`config.mk`:
```
export PLATFORM = sky130hd
export DESIGN_NAME = left_shift_pipe
export DESIGN_NICKNAME = d
export VERILOG_FILES = /design/src/rtl/left_shift_pipe.sv
export SDC_FILE = /design/constraint.sdc
export NUM_CORES = 1
export LEC_CHECK = 0
export ABC_CLOCK_PERIOD_IN_PS = 4100
export BUFFER_PORTS_ARGS = -buffer_cell sky130_fd_sc_hd__buf_2
export CORE_MARGIN = 2
export CORE_UTILIZATION = 60
export CTS_CLUSTER_DIAMETER = 50
export CTS_CLUSTER_SIZE = 28
export DETAILED_ROUTE_END_ITERATION = 10
export PLACE_DENSITY = 0.8
export SYNTH_ARGS = -nofsm -noshare
export SYNTH_HDL_FRONTEND = slang
export SYNTH_HIERARCHICAL = 1
export SYNTH_SLANG_ARGS = --single-unit
```
`constraint.sdc`:
```
create_clock -name clock -period 4.1 [get_ports clock]
set_input_delay 0.615 -clock clock [delete_from_list [all_inputs] [get_ports clock]]
set_output_delay 0.615 -clock clock [all_outputs]
set_load 0.02 [all_outputs]
```
`src/rtl/left_shift_pipe.sv`:
```
// left_shift_pipe: 32-bit logical left shifter as a 5-stage log-shifter pipeline.
// Stage k shifts by 2^k, accumulates a sticky lost-bit flag, and the whole pipe stalls globally.

module lsp_stage #(
  parameter int K = 0
) (
  input  logic        clock,
  input  logic        reset,
  input  logic        advance,
  input  logic        prv_vld,
  input  logic [31:0] prv_data,
  input  logic        prv_lost,
  input  logic        shift_en,
  output logic        vld,
  output logic [31:0] data,
  output logic        lost
);
  localparam int DIST = 1 << K;

  logic [31:0] nxt_data;
  logic        nxt_lost;

  always_comb begin
    nxt_data = prv_data;
    nxt_lost = prv_lost;
    if (shift_en) begin
      nxt_data = prv_data << DIST;
      nxt_lost = prv_lost | (|prv_data[31 -: DIST]);
    end
  end

  always_ff @(posedge clock or negedge reset) begin
    if (!reset) begin
      vld  <= 1'b0;
      data <= '0;
      lost <= 1'b0;
    end else if (advance) begin
      vld  <= prv_vld;
      data <= nxt_data;
      lost <= nxt_lost;
    end
  end
endmodule

module left_shift_pipe (
  input  logic        clock,
  input  logic        reset,
  input  logic [31:0] in,
  input  logic [4:0]  shiftamount,
  input  logic        in_valid,
  output logic        in_ready,
  output logic [31:0] out,
  output logic        out_lost,
  output logic        out_valid,
  input  logic        out_ready
);
  localparam int STAGES = 5;
  localparam int SH_W   = 5;

  // Stage k keeps only the shift bits still to be applied (STAGES-1-k of them),
  // packed back to back; its lowest kept bit drives the next stage.
  function automatic int rem_off(input int k);
    return (STAGES - 1) * k - (k * (k - 1)) / 2;
  endfunction

  localparam int REM_BITS = rem_off(STAGES - 1);

  logic                    advance;
  logic [STAGES:0]         vld_pipe;
  logic [STAGES:0][31:0]   data_pipe;
  logic [STAGES:0]         lost_pipe;
  logic [STAGES-1:0]       shift_en;
  logic [REM_BITS-1:0]     rem;

  assign advance      = !out_valid || out_ready;
  assign in_ready     = advance;
  assign vld_pipe[0]  = in_valid;
  assign data_pipe[0] = in;
  assign lost_pipe[0] = 1'b0;

  for (genvar k = 0; k < STAGES; k++) begin : g_stage
    if (k == 0) begin : g_first
      assign shift_en[k] = shiftamount[0];
    end else begin : g_next
      assign shift_en[k] = rem[rem_off(k - 1)];
    end

    if (k < STAGES - 1) begin : g_rem
      localparam int W = STAGES - 1 - k;
      logic [W-1:0] rem_d;

      if (k == 0) begin : g_src_in
        assign rem_d = shiftamount[SH_W-1:1];
      end else begin : g_src_prv
        assign rem_d = rem[rem_off(k - 1) + 1 +: W];
      end

      always_ff @(posedge clock or negedge reset) begin
        if (!reset)       rem[rem_off(k) +: W] <= '0;
        else if (advance) rem[rem_off(k) +: W] <= rem_d;
      end
    end

    lsp_stage #(.K(k)) u_stage (
      .clock    (clock),
      .reset    (reset),
      .advance  (advance),
      .prv_vld  (vld_pipe[k]),
      .prv_data (data_pipe[k]),
      .prv_lost (lost_pipe[k]),
      .shift_en (shift_en[k]),
      .vld      (vld_pipe[k+1]),
      .data     (data_pipe[k+1]),
      .lost     (lost_pipe[k+1])
    );
  end

  assign out       = data_pipe[STAGES];
  assign out_lost  = lost_pipe[STAGES];
  assign out_valid = vld_pipe[STAGES];
endmodule

```
; ---- Yosys cells after proc, flatten, opt, wreduce, memory -nomap -nowiden
; Index checks and enable logic that the tools add are counted.
; W data, S select, Z words.
[op_classes]
n_mux = 10
n_bitwise = 4
n_reduce_logical = 6
[op_table]
columns = op, n
row1 = $mux W32, 5
row2 = $reduce_or A16 Y1, 1
row3 = $reduce_or A8 Y1, 1
row4 = $mux W1, 5
row5 = $or A1 B1 Y1, 4
row6 = $reduce_or A4 Y1, 1
row7 = $reduce_or A2 Y1, 1
row8 = $logic_not A1 Y1, 1
row9 = $logic_or A1 B1 Y1, 1
[word_totals]
ff_bits = 180
in_bits = 41
word_cells = 39

; ---- Depth between registers and ports, before layout
[logic_depth]
word_depth = 3
ltp_mapped = 6

; ---- By module
; Netlist, hierarchy kept.
[by_module_without_submodules]
columns = mod, n_inst, cells_per_inst, area_each_um2
row1 = lsp_stage (g_stage[1].u_stage), 1, 146, 1579.0
row2 = lsp_stage (g_stage[4].u_stage), 1, 149, 1577.8
row3 = lsp_stage (g_stage[0].u_stage), 1, 145, 1576.5
row4 = lsp_stage (g_stage[2].u_stage), 1, 146, 1576.5
row5 = lsp_stage (g_stage[3].u_stage), 1, 148, 1535.2
row6 = left_shift_pipe, 1, 23, 425.4

; ---- Worst setup path before layout
; Ideal clock, no wire load.
[synth_timing]
path_type = input to register
startpoint = input out_ready
endpoint = register g_stage[3].u_stage.data[10]
setup_ps = 137
arrival_time_ps = 1544
required_ps = 3963
slack_ps = 2419
stages = 5
path_cell_list = nand2b_4 buf_6 buf_2 clkbuf_1 a21oi_1
[synth_between]
elab_chain_cells = 1
[synth_lines]
columns = element, line_no
row1 = from (decl), 55  ; input logic out_ready
row2 = $logic_or A1 B1 Y1, 75  ; assign advance = !out_valid || out_ready;
row3 = via in_ready, 51  ; output logic in_ready,
row4 = to (signal assigned), 39  ; data <= nxt_data;
row5 = to (decl), 15  ; output logic [31:0] data,
; The timed path passes the listed nets, and every way through them passes these cells.
; A chain may end at the register's enable or synchronous reset.

; ---- Final worst setup path
[layout_timing]
startpoint = register g_stage[4].u_stage.vld
endpoint = output in_ready
[layout_between]
elab_chain_cells = 2
[layout_lines]
columns = element, line_no
row1 = from (decl), 14  ; output logic vld,
row2 = from (signal assigned), 38  ; vld <= prv_vld;
row3 = $logic_not A1 Y1, 75
row4 = $logic_or A1 B1 Y1, 75
row5 = to (decl), 51
; No other way between the ends.

==> metrics.txt <==
Design Power=0.00726 W; fmax=410 MHz; R2R Path Start=g_stage[4].u_stage/vld$_DFFE_PN0P_; largest net degree at the start of global routing=101; CP Class=reg2out; # hold bufs at CTS=0; Worst-path clk slew=0.06 ns; crit-path max cell delay=0.67 ns; die extent in x=121 um; unrepaired setup endpoints after global routing=false; Post-synth EDFFs=0; vias in the first global route=5240; Yosys Warn Count=6; Critical R2R Capture=g_stage[3].u_stage/data[6]$_DFFE_PN0P_; CTS tree=built; number of antenna-violating nets in the routed design=0; Synth area leaders=dfrtp_1 (54%), mux2i_1 (16%), a21oi_1 (7.9%), nor2_1 (6.0%), nand3b_1 (2.8%); initial antenna violation count=0; first-pass GRT wire length=26100 um; Max FO, Critical Path=88; via/cell ratio=5.56; Slew Limit Fails=0; Post-synth top flop=dfrtp_1; sequential fraction of the synthesis area=54.5%; PD cells=795 nW/um2; DRC=0; startpoint types=register; HP Class=in2async; Gate Count Post-Synth=757; Max Cap Violations=0; Final setup violation count=0; core area=13300 um2; slew margin rel.=25.0%; most common cell after layout, fill and taps aside=dfrtp_1; synthesized area=8270 um2; post-CTS sizing=0; total grt overflow=0; fin worst setup slack=1.66 ns; Initial Utilization=62.0%; PortBufs=75; worst reg-to-reg path cell count=4; CP max stage cell=nand2b_4; worst skew pair latency=0.42 ns; syn avg cell area=10.9 um2; CTS buffer count=17; worst path required time=3.48 ns; Lkg Pwr=4.22 nW; post-synth top area share=54.5%; Root Buffer=clkbuf_16; H-tree levels=4; CTS Sinks=180; worst-margin pin slew=1.12 ns; commonest cells after routing, fill and taps aside=dfrtp_1 (180), nor2_1 (133), a21oi_1 (131); area leader, netlist=dfrtp_1; status=finished clean; gpl congestion=0.812; Fin. Hold Viols=0; post-synth net total=798; asr flop ratio synth=100%; DP Worst Slack=1.68 ns; maximum vdd ir drop=0.341 mV; row cnt=42; Antenna Cells=0; Routed wire per std cell=15.5 um; setup_tns=0 ns; deepest clock path buffer count=2; postcts setup bufs=0; WL final=15300 um; R2R setup slack=1.93 ns; FF+latch count, synth=180; First DRT Iteration DRCs=363; layout cell share with drive strength beyond 1=16.4%; min cycle time layout=2.44 ns; Die Area=14700 um2; via count=5519; crit path capture type=primary output; worst clock skew=0.00483 ns; first drt pass iteration count=6; HPWL after DPL=10200 um; Cells after DPL=960; Netlist cell types=25; Post-layout nets=844; P&R area growth vs syn=10.5%; crit path DAT=1.82 ns; CP cell instances=nand2b_4 -> buf_2; gr usage total=22.5%; final period utilization=59.4%; Die H=121 um; Ports=76; Finished Layout Cells=992
-- state kept, by name, indices dropped and copies added (netlist names) --
register and flops:
g_stage.u_stage/lost 5, g_stage.g_rem.rem_d 6, g_stage.u_stage/data 160, g_stage.u_stage/vld 5, rem 4
-- how the worst max path moves through the flow --
stage | slack, ns | endpoint | start | depth (start not counted)
after floorplan | 2.42 | g_stage[3].u_stage/data[10]$_DFFE_PN0P_ | out_ready | 5
after CTS | 1.61 | in_ready | g_stage[4].u_stage/vld$_DFFE_PN0P_ | 2
after global placement | 1.73 | g_stage[0].u_stage/data[0]$_DFFE_PN0P_ | out_ready | 5
after detailed placement | 1.68 | g_stage[3].u_stage/data[11]$_DFFE_PN0P_ | out_ready | 5
final | 1.66 | in_ready | g_stage[4].u_stage/vld$_DFFE_PN0P_ | 2
after global routing | 1.50 | in_ready | g_stage[4].u_stage/vld$_DFFE_PN0P_ | 2
-- metal layers --
layer  up-vias  routed length, um  track usage (%)
met1      2663               7290             32.2
met5         -                  0                0
met2       142               7220             34.3
li1       2697                  -                -
met4         0                196             7.97
met3        17                630             4.56
-- where the power goes --
group / total [W] / internal [W] / switching, W
clock network: 0.00175 / 0.00111 / 0.000640
logic: 0.00229 / 0.00103 / 0.00126
registers: 0.00322 / 0.00254 / 0.000685
-- worst max-delay path: cells and delay by family, from the launching register on --
| family | cells | cell delay, ns |
|---|---|---|
| buffers and inverters | 1 | 0.31 |
| and+or+nand+nor | 1 | 0.67 |
| DFF | 1 | 0.41 |
-- cells in the mapped netlist (2+ instances only) --
cell        n
dfrtp_1   180
nor2_1    133
a21oi_1   131
mux2i_1   129
inv_1      34
o21ai_0    32
nand3b_1   31
buf_2      20
clkbuf_1   14
mux2_4      9
buf_12      8
buf_4       7
mux2_2      7
buf_6       5
nor4_2      4
a31oi_1     3
buf_8       2
-- final cells by class --
cell class              count  area (um2)
repair buffers             83         454
flip-flops and latches    180        4500
clock buffers              22         464
well taps                 176         220
clock inverters            10         178
inverters                  34         128
multi-input cells         487        3190
fillers                  1051        4210
-- per-stage QoR --
stage / hold WS, ns / utilization, % / area (um2)
after CTS: 0.315 / 68.4 / 9140
after global routing: 0.351 / 68.4 / 9140
after detailed placement: 0.501 / 63.6 / 8490
after floorplan: 0.319 / - / 8270
after global placement: 0.486 / 63.6 / 8490
final: 0.282 / 68.4 / 9140
-- logic make-up (layout without fill, tap and decap cells) --
group,count (synthesis),after routing,synth area share [%]
buf+inv,90,149,7.00
flops,180,180,54.5
other cells,1,1,0.0453
mux,145,145,18.2
simple gates,172,172,9.92
compound gates,169,169,10.4
No activity file was read; power rests on OpenSTA's default activity.
